[config.mk]
export PLATFORM = sky130hd
export DESIGN_NAME = bmu_result_buffer_flat
export DESIGN_NICKNAME = d
export VERILOG_FILES = /design/src/rtl/bmu_result_buffer_if.sv /design/src/rtl/bmu_result_buffer.sv /design/src/flat_wrapper.sv
export SDC_FILE = /design/constraint.sdc
export NUM_CORES = 1
export LEC_CHECK = 0
export CAP_MARGIN = 20
export CORE_ASPECT_RATIO = 2
export CORE_MARGIN = 2
export CORE_UTILIZATION = 45
export DETAILED_ROUTE_END_ITERATION = 16
export PLACE_DENSITY = 0.71
export SETUP_SLACK_MARGIN = 0.02
export SYNTH_ARGS = -nofsm -noshare
export SYNTH_HDL_FRONTEND = slang
export SYNTH_SLANG_ARGS = --single-unit
[constraint.sdc]
create_clock -name clk -period 2.17 [get_ports clk]
set_clock_uncertainty 0.05 [all_clocks]
set_input_delay 0.5425 -clock clk [delete_from_list [all_inputs] [get_ports clk]]
set_output_delay 0.5425 -clock clk [all_outputs]
set_load 0.01 [all_outputs]
[src/rtl/bmu_result_buffer_if.sv]
// ----------------------------------------------------------------------------
// bmu_result_buffer_if
// Groups the BMU capture inputs, the writeback handshake and the status
// outputs of bmu_result_buffer into one bundle.
//   slave  : the buffer's view (BMU side and wbReadyIn in, wb*/status out)
//   master : the environment's view (drives BMU side and wbReadyIn)
// Parameters:
//   DEPTH : FIFO entries, sets the countOut width ($clog2(DEPTH+1))
//   TAG_W : destination tag width
//   CNT_W : saturating error counter width
// ----------------------------------------------------------------------------
interface bmu_result_buffer_if #(
  parameter int DEPTH = 4,
  parameter int TAG_W = 5,
  parameter int CNT_W = 8
);
  localparam int CW = $clog2(DEPTH + 1);

  // BMU side
  logic             bmuValidIn;
  logic [TAG_W-1:0] tagIn;
  logic [31:0]      resultFfIn;
  logic             errorIn;
  logic             issueReadyOut;

  // Writeback side
  logic             wbValidOut;
  logic             wbReadyIn;
  logic [31:0]      wbDataOut;
  logic [TAG_W-1:0] wbTagOut;
  logic             wbErrorOut;

  // Status
  logic [CW-1:0]    countOut;
  logic             overflowOut;
  logic [CNT_W-1:0] errCountOut;

  modport slave (
    input  bmuValidIn, tagIn, resultFfIn, errorIn, wbReadyIn,
    output issueReadyOut, wbValidOut, wbDataOut, wbTagOut, wbErrorOut,
           countOut, overflowOut, errCountOut
  );

  modport master (
    output bmuValidIn, tagIn, resultFfIn, errorIn, wbReadyIn,
    input  issueReadyOut, wbValidOut, wbDataOut, wbTagOut, wbErrorOut,
           countOut, overflowOut, errCountOut
  );
endinterface

[src/rtl/bmu_result_buffer.sv]
// ----------------------------------------------------------------------------
// bmu_result_buffer
// Captures each BMU result LAT cycles after its issue, tags it and queues it
// in a DEPTH-entry FIFO that drains to writeback over valid/ready. The BMU
// cannot stall, so issueReadyOut grants issue credit only while queued plus
// in-flight ops fit in the FIFO.
// Ports:
//   clk  : clock, all state on posedge
//   rstL : asynchronous active-low reset
//   bus  : bmu_result_buffer_if.slave (BMU capture, writeback, status)
// Configuration:
//   BMU_RESBUF_BYPASS_EN : when defined, a result arriving at an empty FIFO
//     with wbReadyIn=1 goes straight to wb*Out in the capture cycle and is
//     not pushed. Undefined: wb*Out come only from registered FIFO storage.
// ----------------------------------------------------------------------------
module bmu_result_buffer #(
  parameter int DEPTH = 4,
  parameter int LAT   = 1,
  parameter int TAG_W = 5,
  parameter int CNT_W = 8
) (
  input  logic                  clk,
  input  logic                  rstL,
  bmu_result_buffer_if.slave    bus
);
  localparam int PW = $clog2(DEPTH);
  localparam int CW = $clog2(DEPTH + 1);

  typedef struct packed {
    logic [31:0]      data;
    logic [TAG_W-1:0] tag;
    logic             err;
  } entry_t;

  logic [LAT-1:0]   r_dl_valid;
  logic [TAG_W-1:0] r_dl_tag [LAT];
  logic [PW-1:0]    r_wr_ptr;
  logic [PW-1:0]    r_rd_ptr;
  logic [CW-1:0]    r_count;
  logic             r_overflow;
  logic [CNT_W-1:0] r_err_cnt;
  entry_t           r_mem [DEPTH];

  logic             w_cap;
  logic [TAG_W-1:0] w_cap_tag;
  logic             w_full;
  logic             w_pop;
  logic             w_bypass;
  logic             w_push;
  logic             w_drop;
  int               w_inflight;
  entry_t           w_head;
  logic             w_wb_valid;
  logic [31:0]      w_wb_data;
  logic [TAG_W-1:0] w_wb_tag;
  logic             w_wb_err;

  // Delay line: stage 0 samples the issue, stage LAT-1 is the capture strobe.
  // NOTE: all sequential state uses non-blocking assignments so every stage
  // shifts from its pre-edge value regardless of statement order.
  always_ff @(posedge clk or negedge rstL) begin
    if (!rstL) begin
      r_dl_valid <= '0;
      for (int i = 0; i < LAT; i++) r_dl_tag[i] <= '0;
    end else begin
      r_dl_valid[0] <= bus.bmuValidIn;
      r_dl_tag[0]   <= bus.tagIn;
      for (int i = 1; i < LAT; i++) begin
        r_dl_valid[i] <= r_dl_valid[i-1];
        r_dl_tag[i]   <= r_dl_tag[i-1];
      end
    end
  end

  assign w_cap     = r_dl_valid[LAT-1];
  assign w_cap_tag = r_dl_tag[LAT-1];

  always_comb begin
    w_inflight = 0;
    for (int i = 0; i < LAT; i++) w_inflight += int'(r_dl_valid[i]);
  end

  assign w_full = (r_count == CW'(DEPTH));
  assign w_pop  = (r_count != '0) && bus.wbReadyIn;

`ifdef BMU_RESBUF_BYPASS_EN
  assign w_bypass = (r_count == '0) && w_cap && bus.wbReadyIn;
`else
  assign w_bypass = 1'b0;
`endif

  // A capture into a full FIFO survives only if the head leaves this cycle.
  assign w_push = w_cap && !w_bypass && (!w_full || w_pop);
  assign w_drop = w_cap && !w_bypass && w_full && !w_pop;

  // NOTE: the storage array has no reset; nothing reads it until an entry is
  // written, and the outputs are forced to zero while the FIFO is empty.
  always_ff @(posedge clk) begin
    if (w_push) r_mem[r_wr_ptr] <= '{data: bus.resultFfIn, tag: w_cap_tag, err: bus.errorIn};
  end

  always_ff @(posedge clk or negedge rstL) begin
    if (!rstL) begin
      r_wr_ptr   <= '0;
      r_rd_ptr   <= '0;
      r_count    <= '0;
      r_overflow <= 1'b0;
      r_err_cnt  <= '0;
    end else begin
      if (w_push) r_wr_ptr <= r_wr_ptr + PW'(1);
      if (w_pop)  r_rd_ptr <= r_rd_ptr + PW'(1);
      unique case ({w_push, w_pop})
        2'b10:   r_count <= r_count + CW'(1);
        2'b01:   r_count <= r_count - CW'(1);
        default: r_count <= r_count;
      endcase
      if (w_drop) r_overflow <= 1'b1;
      // A bypassed result is delivered, so its error is counted like a push.
      if ((w_push || w_bypass) && bus.errorIn && (r_err_cnt != '1))
        r_err_cnt <= r_err_cnt + CNT_W'(1);
    end
  end

  assign w_head = r_mem[r_rd_ptr];

  always_comb begin
    w_wb_valid = (r_count != '0);
    w_wb_data  = w_wb_valid ? w_head.data : '0;
    w_wb_tag   = w_wb_valid ? w_head.tag  : '0;
    w_wb_err   = w_wb_valid ? w_head.err  : 1'b0;
`ifdef BMU_RESBUF_BYPASS_EN
    if (w_bypass) begin
      w_wb_valid = 1'b1;
      w_wb_data  = bus.resultFfIn;
      w_wb_tag   = w_cap_tag;
      w_wb_err   = bus.errorIn;
    end
`endif
  end

  // Credit ignores a same-cycle pop: conservative but purely registered.
  assign bus.issueReadyOut = (int'(r_count) + w_inflight) < DEPTH;
  assign bus.wbValidOut    = w_wb_valid;
  assign bus.wbDataOut     = w_wb_data;
  assign bus.wbTagOut      = w_wb_tag;
  assign bus.wbErrorOut    = w_wb_err;
  assign bus.countOut      = r_count;
  assign bus.overflowOut   = r_overflow;
  assign bus.errCountOut   = r_err_cnt;
endmodule

[src/flat_wrapper.sv]
// flat-port wrapper written by rule: the top's interface ports become plain ports
module bmu_result_buffer_flat 
#(
  parameter int DEPTH = 4,
  parameter int LAT   = 1,
  parameter int TAG_W = 5,
  parameter int CNT_W = 8
)
  (clk, rstL, bus_bmuValidIn, bus_tagIn, bus_resultFfIn, bus_errorIn, bus_wbReadyIn, bus_issueReadyOut, bus_wbValidOut, bus_wbDataOut, bus_wbTagOut, bus_wbErrorOut, bus_countOut, bus_overflowOut, bus_errCountOut);
  bmu_result_buffer_if #(.DEPTH(DEPTH), .TAG_W(TAG_W), .CNT_W(CNT_W)) bus_i ();
  input  logic clk;
  input  logic rstL;
  input wire logic [$bits(bus_i.bmuValidIn)-1:0] bus_bmuValidIn;
  input wire logic [$bits(bus_i.tagIn)-1:0] bus_tagIn;
  input wire logic [$bits(bus_i.resultFfIn)-1:0] bus_resultFfIn;
  input wire logic [$bits(bus_i.errorIn)-1:0] bus_errorIn;
  input wire logic [$bits(bus_i.wbReadyIn)-1:0] bus_wbReadyIn;
  output wire logic [$bits(bus_i.issueReadyOut)-1:0] bus_issueReadyOut;
  output wire logic [$bits(bus_i.wbValidOut)-1:0] bus_wbValidOut;
  output wire logic [$bits(bus_i.wbDataOut)-1:0] bus_wbDataOut;
  output wire logic [$bits(bus_i.wbTagOut)-1:0] bus_wbTagOut;
  output wire logic [$bits(bus_i.wbErrorOut)-1:0] bus_wbErrorOut;
  output wire logic [$bits(bus_i.countOut)-1:0] bus_countOut;
  output wire logic [$bits(bus_i.overflowOut)-1:0] bus_overflowOut;
  output wire logic [$bits(bus_i.errCountOut)-1:0] bus_errCountOut;
  assign bus_i.bmuValidIn = bus_bmuValidIn;
  assign bus_i.tagIn = bus_tagIn;
  assign bus_i.resultFfIn = bus_resultFfIn;
  assign bus_i.errorIn = bus_errorIn;
  assign bus_i.wbReadyIn = bus_wbReadyIn;
  assign bus_issueReadyOut = bus_i.issueReadyOut;
  assign bus_wbValidOut = bus_i.wbValidOut;
  assign bus_wbDataOut = bus_i.wbDataOut;
  assign bus_wbTagOut = bus_i.wbTagOut;
  assign bus_wbErrorOut = bus_i.wbErrorOut;
  assign bus_countOut = bus_i.countOut;
  assign bus_overflowOut = bus_i.overflowOut;
  assign bus_errCountOut = bus_i.errCountOut;
  bmu_result_buffer #(.DEPTH(DEPTH), .LAT(LAT), .TAG_W(TAG_W), .CNT_W(CNT_W)) u_core (.clk(clk), .rstL(rstL), .bus(bus_i));
endmodule
After elaboration in Yosys (flattened, before gate mapping)
Memory sizes are Yosys's and may differ from the RTL's.
Cells that the tools add are included.
- eq/ne operators: 4
- $lt $le $gt $ge: 1
- mux-type cells: 6
- reduce and logical (&&, ||, !) cells: 11
- div/mod/pow operators: 0
- $mul: 0
- shift operators: 0
- bitwise operators: 0
- $add $sub $neg: 6
- operators with widths (cell ; count):
    $lt 32x4->1 const B ; 1
    $mux 32 ; 1
    $add 8x1->8 const B ; 1
    $ne 8x8->1 const B ; 1
    $logic_and 1x1->1 ; 6
    $pmux 3 s2 ; 1
    $mux 5 ; 1
    $add 2x1->2 const B ; 2
    $add 3x1->4 ; 1
    $add 3x1->3 const B ; 1
    $eq 3x3->1 const B ; 1
    $mux 1 ; 3
    $reduce_bool 3->1 ; 1
    $sub 3x1->3 const B ; 1
    $eq 2x1->1 const B ; 1
    $eq 2x2->1 const B ; 1
    $logic_not 1->1 ; 2
    $reduce_bool 2->1 ; 1
    $logic_or 1x1->1 ; 1
- bits in read-only memories: 0
- latch bits: 0
- word-level logic and storage cells: 36
- memories kept: 1
- register bits: 22
- bits in writable memories: 152
- memories (memory ; words ; width ; rd ports ; clocked after Yosys merged registers in ; wr ports ; RTL line ; RTL):
    u_core.r_mem ; 4 ; 38 ; 1 ; 0 ; 1 ; bmu_result_buffer.sv:42 ; entry_t r_mem [DEPTH];

Longest topological paths before layout
- word-level depth: 6
- depth in mapped cells: 9
- gate-level depth less buffers: 8

Worst setup path before layout
OpenSTA, ideal clock, no wires.
- path type: register to register
- from: reg u_core.r_count[2], in the netlist u_core.bus.countOut[2]
- to: mem u_core.r_mem[0][0] in the netlist's numbering, enable pin
- data required time: 1.721 ns
- cell stages (with the launch flop): 6
- path slack: -0.201 ns
- arrival: 1.922 ns
- setup time: 0.399 ns
- cell sequence: dfrtp_1 > buf_2 > nor4b_4 > nor2b_1 > buf_2 > and2_1
- word-level cells in the longest chain between the ends: 6
- elaborated cells between the ends (all ways): 8
- classes of those cells: 1 x eq/ne; 2 x mux; 5 x reduce/logical
- RTL lines (item ; RTL line ; RTL):
    from (decl) ; bmu_result_buffer.sv:39 ; logic [CW-1:0] r_count;
    from (signal assigned) ; bmu_result_buffer.sv:113 ; 2'b10: r_count <= r_count + CW'(1);
    from (signal assigned) ; bmu_result_buffer.sv:114 ; 2'b01: r_count <= r_count - CW'(1);
    from (signal assigned) ; bmu_result_buffer.sv:115 ; default: r_count <= r_count;
    $eq 3x3->1 or $reduce_bool 3->1 (tied branches) ; bmu_result_buffer.sv:83, bmu_result_buffer.sv:84 ;
    $logic_not 1->1 or $logic_and 1x1->1 (tied branches) ; bmu_result_buffer.sv:93, bmu_result_buffer.sv:84 ;
    $logic_or 1x1->1 * ; bmu_result_buffer.sv:93 ; assign w_push = w_cap && !w_bypass && (!w_full || w_pop);
    $logic_and 1x1->1 * ; bmu_result_buffer.sv:93 ;
    $mux 1 * ; bmu_result_buffer.sv:99 ; if (w_push) r_mem[r_wr_ptr] <= '{data: bus.resultFfIn, tag: w_cap_tag, err: bus.errorIn};
    $mux 1 (implied by the code) * ; bmu_result_buffer.sv:99 ;
    to (decl) ; bmu_result_buffer.sv:42 ;
Mark *: on every way between the ends. The rest lies on a longest branch, timed or not.

Worst setup path in the final report
- from: reg u_core.r_rd_ptr[0]
- to: out bus_wbDataOut[16]
- word-level cells in the longest chain between the ends: 2
- RTL lines (item ; RTL line ; RTL):
    from (decl) ; bmu_result_buffer.sv:38 ; logic [PW-1:0] r_rd_ptr;
    from (signal assigned) ; bmu_result_buffer.sv:111 ; if (w_pop) r_rd_ptr <= r_rd_ptr + PW'(1);
    $mem_v2 4x38 ; n/a ;
    $mux 32 ; bmu_result_buffer.sv:128 ; w_wb_data = w_wb_valid ? w_head.data : '0;
    to (decl) ; flat_wrapper.sv:20 ; output wire logic [$bits(bus_i.wbDataOut)-1:0] bus_wbDataOut;
Every way passes these cells.

==> flow_metrics.env <==
export IMPL_synthFlopType="edfxtp_1"
export IMPL_synthArstFlopShare=0.126
export IMPL_status="complete, but fails checks"
export IMPL_totalWireLength_um=13600
export IMPL_cts_root_buffer="clkbuf_16"
export IMPL_ant_nets=0
export IMPL_max_freq_mhz=401
export IMPL_highest_layer="met4"
export IMPL_gp_congestion=0.709
export IMPL_max_clock_path_buffers=2
export IMPL_violations="negative setup slack"
export IMPL_clock_sinks=174
export IMPL_layout_drive_gt1_share=0.384
export IMPL_hp_class="flop to flop"
export IMPL_core_area_mm2=0.0148
export IMPL_grt_pass1_vias=4027
export IMPL_ioPinCount=94
export IMPL_setup_viol=38
export IMPL_min_delay_path_depth=1
export IMPL_dp_hpwl_um=8360
export IMPL_cap_viol_max_count=0
export IMPL_cp_arrival_ns=1.90
export IMPL_syn_num_nets=388
export IMPL_grt_first_pass_wirelength_um=21000
export IMPL_hold_buffers=0
export IMPL_portBuffers=93
export IMPL_wl_met2_um=7760
export IMPL_cts_htree_levels=4
export IMPL_netlist_area_mm2=0.00683
export IMPL_end_kind="primary output"
export IMPL_die_width_um=91.1
export IMPL_finalHoldViolCount=0
export IMPL_worstSetupPathType="flop to primary output"
export IMPL_final_instance_count_excl_fill=684
export IMPL_die_h_um=178
export IMPL_grt_setup_unrepaired="true"
export IMPL_fp_row_count=63
export IMPL_maxSlewViolCount=0
export IMPL_relSlewSlack=0.735
export IMPL_wl_per_cell_um=20.0
export IMPL_synth_edf_count=152
export IMPL_die_area_mm2=0.0162
export IMPL_fin_nets=524
export IMPL_finalCritPeriodShare=1.15
export IMPL_cp_cell_sequence="buf_4 -> buf_12 -> mux4_2 -> and2_1 -> buf_2"
export IMPL_wl_met1_um=4970
export IMPL_clock_latency_ns=0.42
export IMPL_dp_cells=642
export IMPL_setup_tns_ns=-9.95
export IMPL_required_ns=1.58
export IMPL_r2r_end="u_core.bus.countOut[1]$_DFFE_PN0P_"
export IMPL_drc_errors=0
export IMPL_r2r_start="u_core.bus.countOut[2]$_DFFE_PN0P_"
export IMPL_first_pass_iters=4
export IMPL_route_met3_wl_um=571
export IMPL_powerDensity_mw_per_mm2=1430
export IMPL_critical_path_max_stage_delay_ns=0.53
export IMPL_drt_iter0_drc=179
export IMPL_grt_start_max_net_pins=40
export IMPL_tightest_slew_ns=0.392
export IMPL_grt_ovfl_total=0
export IMPL_fin_ws_ns=-0.325
export IMPL_timing_reg2reg_setup_slack_ns=0.10
export IMPL_yosysWarningCount=0
export IMPL_p_leak_uw=0.00328
export IMPL_initial_core_util=0.461
export IMPL_dp_slack_ns=-0.329
export IMPL_cts_tree="done"
export IMPL_startpoint_type="flop"
export IMPL_synth_cells=340
export IMPL_ys_seq_elements=174
export IMPL_whs_ns=0.411
export IMPL_worstHoldStart="u_core.bus.overflowOut$_DFFE_PN0P_"
export IMPL_avgSynthCellArea_um2=20.1
export IMPL_syn_to_final_growth_pct=32.7
export IMPL_diodes=0
export IMPL_via_count=3602
export IMPL_antenna_found_initial=0
export IMPL_whs_endpoint="u_core.bus.overflowOut$_DFFE_PN0P_"
export IMPL_seq_area_frac_synth=0.749
export IMPL_slowest_stage="mux4_2"
export IMPL_via_per_inst=5.27
export IMPL_post_route_min_period_ns=2.50
export IMPL_synthDistinctLibCells=40
export IMPL_worst_r2r_cell_count=8
export IMPL_cts_buffers=17
export IMPL_grt_total_usage=0.174
export IMPL_critPathMaxFanout=7
export IMPL_vdd_drop_max_v=0.000895
export IMPL_clk_pin_slew_ns=0.07
## critical path, delay by kind of cell (launching register included)
kind | cells | cell delay [ns]
buf+inv | 3 | 0.40
mux | 1 | 0.53
flops | 1 | 0.41
simple gates | 1 | 0.15
## synthesized netlist by cell type (2+ instances only)
cell type / number / share of area
inv_1: 7 / 0.0038
a21oi_1: 2 / 0.0015
nand3_1: 8 / 0.0059
nand2_1: 5 / 0.0027
nor2_1: 2 / 0.0011
buf_4: 4 / 0.0044
mux4_2: 38 / 0.13
xor2_1: 4 / 0.0051
clkbuf_1: 7 / 0.0038
and2_1: 42 / 0.038
and3_1: 2 / 0.0018
xnor2_1: 6 / 0.0077
and4_1: 3 / 0.0038
ha_1: 5 / 0.0092
buf_2: 6 / 0.0044
edfxtp_1: 152 / 0.67
dfrtp_1: 22 / 0.081
o21ai_0: 3 / 0.0022
## area by class of cell
| class | count | area (um^2) |
|---|---|---|
| well taps | 195 | 244 |
| clock buffers | 20 | 458 |
| clock inverters | 12 | 97.6 |
| multi-input cells | 141 | 1680 |
| flip-flops and latches | 174 | 5120 |
| fillers | 1131 | 5750 |
| repair buffers | 135 | 1440 |
| inverters | 7 | 26.3 |
## stage by stage
step	instance area (um^2)	total power, uW	utilization
final	9070	13000	0.612
after floorplan	6840	7220	-
after global routing	9070	13600	0.612
after detailed placement	8320	9710	0.561
after global placement	8320	9580	0.561
after CTS	9040	13000	0.610
## cells in the final DEF (no fill, tap or decap), types with 2 or more instances in the layout
| master | n |
|---|---|
| and4_1 | 3 |
| and2_1 | 15 |
| and2_4 | 23 |
| and2_2 | 4 |
| nand2_2 | 2 |
| clkdlybuf4s50_1 | 52 |
| buf_2 | 15 |
| mux4_2 | 38 |
| a21oi_1 | 2 |
| clkbuf_1 | 2 |
| xnor2_1 | 6 |
| inv_4 | 4 |
| clkinv_4 | 3 |
| inv_1 | 7 |
| dfrtp_2 | 2 |
| buf_12 | 17 |
| xor2_1 | 4 |
| nand3_1 | 8 |
| ha_1 | 5 |
| nor2_1 | 2 |
| a211oi_2 | 2 |
| nand2_1 | 3 |
| inv_6 | 4 |
| o21ai_0 | 2 |
| buf_4 | 21 |
| dfrtp_1 | 20 |
| clkbuf_16 | 19 |
| o21ai_1 | 2 |
| and3_1 | 2 |
| edfxtp_1 | 152 |
| buf_6 | 27 |
## layer usage
metal / up-vias / global-route usage
li1: 1616 / -
met1: 1860 / 0.184
met2: 107 / 0.326
met3: 19 / 0.0418
met4: 0 / 0.0764
met5: - / 0
## worst max-delay path by stage
stage                                                   from  slack [ns]                            endpoint
after CTS                     u_core.r_rd_ptr[0]$_DFFE_PN0N_       -0.39                   bus_wbDataOut[12]
final                         u_core.r_rd_ptr[0]$_DFFE_PN0N_       -0.33                   bus_wbDataOut[16]
after global routing          u_core.r_rd_ptr[0]$_DFFE_PN0N_       -0.40                    bus_wbDataOut[0]
after global placement        u_core.r_rd_ptr[0]$_DFFE_PN0N_       -0.25                     bus_wbTagOut[4]
after floorplan           u_core.bus.countOut[0]$_DFFE_PN0P_        0.05  u_core.bus.countOut[1]$_DFFE_PN0P_
after detailed placement                       bus_wbReadyIn       -0.33  u_core.bus.countOut[1]$_DFFE_PN0P_
## power breakdown
| group | internal, uW | leakage (uW) | total, uW | switching, uW |
|---|---|---|---|---|
| Clock | 1560 | 0.000279 | 2830 | 1260 |
| Combinational | 3190 | 0.00134 | 5510 | 2320 |
| Sequential | 4380 | 0.00166 | 4650 | 265 |
## cell families (layout without fill, tap and decap cells)
family | count (synthesis) | in the layout | synth area share
multiplexers | 40 | 40 | 0.128
adder cells (fa/ha/maj) | 6 | 6 | 0.0121
flip-flops | 174 | 174 | 0.749
AO/OA/AOI/OAI | 15 | 15 | 0.0150
AND/OR/NAND/NOR | 70 | 70 | 0.0650
XOR/XNOR | 10 | 10 | 0.0128
buffers and inverters | 25 | 174 | 0.0181
## flip-flops by register name (all words and copies together), names as in the netlist
name and cells:
u_core.r_rd_ptr 2, u_core.bus.errCountOut 8, u_core.r_dl_valid 1, u_core.bus.overflowOut 1, u_core.bus.countOut 3, u_core.r_mem 152, u_core.r_dl_tag 5, u_core.r_wr_ptr 2
## repair_timing
action / in CTS / in global routing
endpoints found under the setup margin: 41 / 42
buffers inserted: 10 / 2
cloned: 3 / 2
pin swaps: 23 / 14
gates resized for setup: 208 / 24
Note: power is estimated with default switching activity, not from simulation.
